**src/rtl/glitch_pulse_gen.sv**
```systemverilog
// Purpose : armed trigger -> programmable delay -> programmable-width pulse, register-bus configured.
// Latency : pulse active from t3+DELAY after trig_in is first sampled at t0; reg_data_out valid 1 cycle after address settles.
// Backpres: none; triggers arriving while DELAY/PULSE are busy are dropped and flagged as missed.
// Ports   : clkin/reset (async active-low), trig_in (async), reg_* register bus from cmd_handler,
//           pulse_out (registered, polarity via CTRL.invert), armed/busy state indicators.
module glitch_pulse_gen #(
    parameter logic [7:0] ADDR_DELAY  = 8'h20,
    parameter logic [7:0] ADDR_WIDTH  = 8'h21,
    parameter logic [7:0] ADDR_CTRL   = 8'h22,
    parameter logic [7:0] ADDR_STATUS = 8'h23,
    parameter int         DELAY_W     = 32,
    parameter int         WIDTH_W     = 16
) (
    input  logic        clkin,
    input  logic        reset,
    input  logic        trig_in,
    input  logic [7:0]  reg_cmd,
    input  logic [15:0] reg_bytecount,
    input  logic [7:0]  reg_data_in,
    input  logic        reg_write,
    input  logic        reg_read,
    output logic [7:0]  reg_data_out,
    output logic        pulse_out,
    output logic        armed,
    output logic        busy
);

    localparam int DELAY_BYTES = DELAY_W / 8;
    localparam int WIDTH_BYTES = WIDTH_W / 8;

    typedef enum logic [1:0] {S_IDLE, S_ARMED, S_DELAY, S_PULSE} state_t;

    state_t               state;
    logic [DELAY_W-1:0]   delay_reg;
    logic [WIDTH_W-1:0]   width_reg;
    logic [DELAY_W-1:0]   dcnt;
    logic [WIDTH_W-1:0]   wcnt;
    logic [2:0]           ctrl;        // {invert, continuous, arm}
    logic                 fired;
    logic                 missed;
    logic [7:0]           fire_count;
    logic                 s1, s2, s3;
    logic                 rise;
    logic                 ctrl_wr;
    logic                 status_clr;
    logic [7:0]           status;
    logic [7:0]           rd_byte;

    assign armed      = (state == S_ARMED);
    assign busy       = (state == S_DELAY) || (state == S_PULSE);
    assign rise       = s2 & ~s3;
    assign ctrl_wr    = reg_write && (reg_cmd == ADDR_CTRL) && (reg_bytecount == 16'd0);
    assign status_clr = reg_read && (reg_cmd == ADDR_STATUS);
    assign status     = {fire_count[3:0], missed, fired, busy, armed};

    // Two flops for metastability, the third only for edge detection.
    always_ff @(posedge clkin or negedge reset) begin
        if (!reset) begin
            s1 <= 1'b0;
            s2 <= 1'b0;
            s3 <= 1'b0;
        end else begin
            s1 <= trig_in;
            s2 <= s1;
            s3 <= s2;
        end
    end

    always_comb begin
        rd_byte = 8'h00;
        case (reg_cmd)
            ADDR_DELAY: begin
                for (int i = 0; i < DELAY_BYTES; i++)
                    if (reg_bytecount == 16'(i)) rd_byte = delay_reg[i*8 +: 8];
            end
            ADDR_WIDTH: begin
                for (int i = 0; i < WIDTH_BYTES; i++)
                    if (reg_bytecount == 16'(i)) rd_byte = width_reg[i*8 +: 8];
            end
            ADDR_CTRL:   if (reg_bytecount == 16'd0) rd_byte = {5'b0, ctrl};
            ADDR_STATUS: if (reg_bytecount == 16'd0) rd_byte = status;
            default:     rd_byte = 8'h00;
        endcase
    end

    // Timing registers and read-back path.
    always_ff @(posedge clkin or negedge reset) begin
        if (!reset) begin
            delay_reg    <= '0;
            width_reg    <= WIDTH_W'(1);
            reg_data_out <= 8'h00;
        end else begin
            reg_data_out <= rd_byte;
            if (reg_write && reg_cmd == ADDR_DELAY) begin
                for (int i = 0; i < DELAY_BYTES; i++)
                    if (reg_bytecount == 16'(i)) delay_reg[i*8 +: 8] <= reg_data_in;
            end
            if (reg_write && reg_cmd == ADDR_WIDTH) begin
                for (int i = 0; i < WIDTH_BYTES; i++)
                    if (reg_bytecount == 16'(i)) width_reg[i*8 +: 8] <= reg_data_in;
            end
        end
    end

    // Control register, status flags and the pulse FSM share one block because
    // a one-shot pulse end clears CTRL.arm in the same edge it leaves PULSE.
    always_ff @(posedge clkin or negedge reset) begin
        if (!reset) begin
            state      <= S_IDLE;
            ctrl       <= 3'b000;
            fired      <= 1'b0;
            missed     <= 1'b0;
            fire_count <= 8'h00;
            dcnt       <= '0;
            wcnt       <= '0;
            pulse_out  <= 1'b0;
        end else begin
            // Hold level; transitions below override it. Using the current ctrl
            // makes a new idle polarity show up one edge after the CTRL write.
            pulse_out <= (state == S_PULSE) ^ ctrl[2];

            // Clear first so a set event in the same cycle wins.
            if (status_clr) begin
                fired  <= 1'b0;
                missed <= 1'b0;
            end

            if (state != S_IDLE && !ctrl[0]) begin
                // Abort: no fired/count update.
                state     <= S_IDLE;
                pulse_out <= ctrl[2];
            end else begin
                case (state)
                    S_IDLE: begin
                        if (ctrl[0]) state <= S_ARMED;
                    end
                    S_ARMED: begin
                        if (rise) begin
                            state <= S_DELAY;
                            dcnt  <= delay_reg;
                            wcnt  <= (width_reg == '0) ? WIDTH_W'(1) : width_reg;
                        end
                    end
                    S_DELAY: begin
                        if (rise) missed <= 1'b1;
                        if (dcnt == '0) begin
                            state     <= S_PULSE;
                            pulse_out <= ~ctrl[2];
                        end else begin
                            dcnt <= dcnt - DELAY_W'(1);
                        end
                    end
                    S_PULSE: begin
                        if (rise) missed <= 1'b1;
                        if (wcnt == WIDTH_W'(1)) begin
                            pulse_out  <= ctrl[2];
                            fired      <= 1'b1;
                            fire_count <= fire_count + 8'd1;
                            if (ctrl[1]) begin
                                state <= S_ARMED;
                            end else begin
                                state   <= S_IDLE;
                                ctrl[0] <= 1'b0;
                            end
                        end else begin
                            wcnt <= wcnt - WIDTH_W'(1);
                        end
                    end
                    default: state <= S_IDLE;
                endcase
            end

            // A register write lands last so it takes priority over the auto-disarm.
            if (ctrl_wr) ctrl <= reg_data_in[2:0];
        end
    end

endmodule

```
**config.mk**
```make
export PLATFORM = sky130hd
export DESIGN_NAME = glitch_pulse_gen
export DESIGN_NICKNAME = d
export VERILOG_FILES = /design/src/rtl/glitch_pulse_gen.sv
export SDC_FILE = /design/constraint.sdc
export NUM_CORES = 1
export LEC_CHECK = 0
export CAP_MARGIN = 5
export CORE_MARGIN = 2
export CORE_UTILIZATION = 60
export CTS_CLUSTER_DIAMETER = 50
export DETAILED_ROUTE_END_ITERATION = 7
export PLACE_DENSITY = 0.81
export SKIP_CTS_REPAIR_TIMING = 1
export SYNTH_ARGS = -nofsm -noshare
export SYNTH_HDL_FRONTEND = slang
export SYNTH_SLANG_ARGS = --single-unit
```
**constraint.sdc**
```tcl
create_clock -name clkin -period 7.35 [get_ports clkin]
set_input_delay 1.1025 -clock clkin [delete_from_list [all_inputs] [get_ports clkin]]
set_output_delay 1.1025 -clock clkin [all_outputs]
set_load 0.02 [all_outputs]
```
==> qor.txt <==
Outcome: finished, final reports clean
Period minus WS final: 3.65 ns
Crit path max fanout: 45
Vias: 6070
Worst vdd ir: 184 uV
# IOs: 48
Post-synth ARST share: 100%
Post-synth top area cell: dfrtp_1
Synth top area share: 44.0%
Data required, critical path: 6.25 ns
Seq/Total Area, Yosys: 44.4%
Core area: 10900 um^2
Synth unique cells: 67
DRC: 0
Antenna violations before repair: 0
Layout net count: 745
Syn-to-layout area delta: 16.8%
IO Port Bufs: 47
Top cells by area, synth: dfrtp_1, mux2_2, mux2i_1
Final hold violation count: 0
Vias/cell: 7.12
Yosys warns: 0
Vias in the first global route: 5671
Die Ht: 110 um
Setup Skew: 0.0113 ns
Post-synthesis mux area share: 13.3%
Max_slew headroom: 24.8%
Global-route usage over all layers: 34.4%
Fin. max-slew vios: 0
DP Wirelength: 13200 um
Worst setup path class: reg -> out
Pre-antenna DRT Iters: 6
Initial DRC count: 807
Total die area: 12000 um^2
Net count after synthesis: 712
Compound-Gate Fraction of Synth Area: 17.1%
Synth Area per Inst: 10.1 um^2
CTS tree: built
Clock sink count: 119
Die width: 110 um
Fraction of the mapped netlist area in simple logic gates: 19.7%
Pwr Density: 200 nW/um^2
DRT antenna net count: 0
Root buffer cell: clkbuf_8
CTS buffer count: 17
Lkg Pwr: 3.45 nW
Ys flop type: dfrtp_1
Final Instance Count excl. Fillers: 852
#FFs+latches synth: 119
Min-delay worst type: reg -> reg
First-pass GRT wire length: 31000 um
Clock Latency Late Sink: 0.54 ns
Max Freq: 274 MHz
Crit. End Element: primary output
Setup violators final: 0
Antenna diode count: 0
Post-Syn Instances: 666
Routed length per instance: 22.8 um
Initial core utilization: 61.6%
RSZ-0062 raised after global routing: no
XOR/XNOR Fraction of Synth Area: 0.392%
Worst slack at placement: 3.61 ns
Slew @ Worst Pin: 1.12 ns
Final WL: 19400 um
Setup ws final: 3.70 ns
Setup crit start kind: flip-flop
Max_cap viols: 0
Clock Pin Slew Worst Setup and Hold Paths: 0.06 ns
Cell area after synthesis: 6710 um^2
Post-synth EDFFs: 0
Worst-case clock buffer depth: 2
Worst EP arrival: 2.54 ns
Cell Area, Placed: 7230 um^2
Routability cong.: 1.00
Fin util: 71.9%
Inst Count DP: 820
Largest net degree at the start of global routing: 80
Fin crit share: 49.6%
H-tree Lvls: 4
Share of cells above drive strength 1: 16.9%
Main combinational cell family by area after synthesis: simple AND/OR/NAND/NOR gates
Post-Layout Inst Area: 7830 um^2
Std cell rows: 38
Synth Area in Adders: 1.68%
GRT overflow: 0
Setup TNS: 0 ns
[cell type report]
class	count	area (um^2)
Fill cell	745	3060
Clock buffer	18	428
Multi-Input combinational cell	490	3500
Clock inverter	14	175
Sequential cell	119	2980
Tap cell	140	175
Inverter	19	71.3
Timing Repair Buffer	52	505
[logic make-up (layout without fill, tap and decap cells)]
| family | count (synthesis) | after routing |
|---|---|---|
| AND/OR/NAND/NOR | 226 | 226 |
| buffers and inverters | 57 | 103 |
| flip-flops | 119 | 119 |
| AO/OA/AOI/OAI | 171 | 171 |
| adder cells (fa/ha/maj) | 9 | 9 |
| multiplexers | 81 | 81 |
| XOR/XNOR | 3 | 3 |
[synth_stat cells (all sizes together), types with 2 or more instances]
cell type  number
dfrtp         118
mux2           55
nand2          52
o21ai          42
clkbuf         31
o22ai          29
nor4           27
mux2i          25
a21oi          24
nor2           23
nor3           23
nand3          21
inv            19
nand4          18
or4            15
a22oi          13
or3            10
a31oi           9
ha              9
o221ai          9
o211ai          8
buf             7
nand3b          5
nor2b           5
nor3b           5
o311a           5
or2             5
o31ai           4
a211oi          3
a21o            3
a311o           3
and3            3
nand2b          3
o21a            3
a221o           2
a311oi          2
and4            2
nand4b          2
nor4b           2
o221a           2
o22a            2
o41ai           2
or3b            2
xnor2           2
[metrics by stage]
stage	power (mW)	hold slack [ns]
finish	1.56	0.373
global placement	0.727	0.345
floorplan	0.685	0.331
global route	1.60	0.396
detailed placement	0.728	0.360
CTS	1.56	0.381
[power breakdown]
| group | internal (mW) | switching [mW] |
|---|---|---|
| combinational | 0.0237 | 0.0344 |
| clock | 0.528 | 0.321 |
| sequential | 0.657 | 0.00115 |
[final timing paths]
path / start / endpoint / slack (ns) / cells past startpoint
max: state[0] / busy / 3.70 / 6
min: s1 / s2 / 0.37 / 0
max reg2reg: dcnt[6] / dcnt[21] / 4.08 / 5
min reg2reg: s1 / s2 / 0.37 / 0
max in group asynchronous: reset / width_reg[15] / 5.42 / 2
min in group asynchronous: reset / state[0] / 0.53 / 1
[cell usage in the layout (no fill, tap or decap), types with 6 or more instances in the layout]
cell,netlist,routed
o21ai_0,40,39
nand4_1,18,18
nor3_1,20,20
o211ai_1,6,6
or4_1,13,13
mux2i_1,25,25
clkdlybuf4s50_1,0,46
a22oi_1,13,13
o221ai_1,9,9
clkbuf_16,0,16
dfrtp_1,118,118
nor2_1,22,22
nand3_1,21,21
inv_1,19,19
a21oi_1,24,24
nand2_1,52,52
ha_1,9,9
buf_4,0,6
nor4_1,24,24
o22ai_1,29,29
a31oi_1,9,9
mux2_2,55,55
or3_1,10,10
[critical path, stage by stage, from the launching register on]
cell and delay, ns:
dfrtp_1 0.43, inv_1 0.13, ha_1 0.15, buf_4 0.41, nor2_1 0.17, inv_1 0.09
clkdlybuf4s50_1 0.62
[layer usage]
layer	wire, um	GRT usage, %
met1	7840	49.1
met2	8920	51.4
met3	2210	9.07
met4	413	10.8
met5	0	1.79
Power figures use the tool's default switching activity.
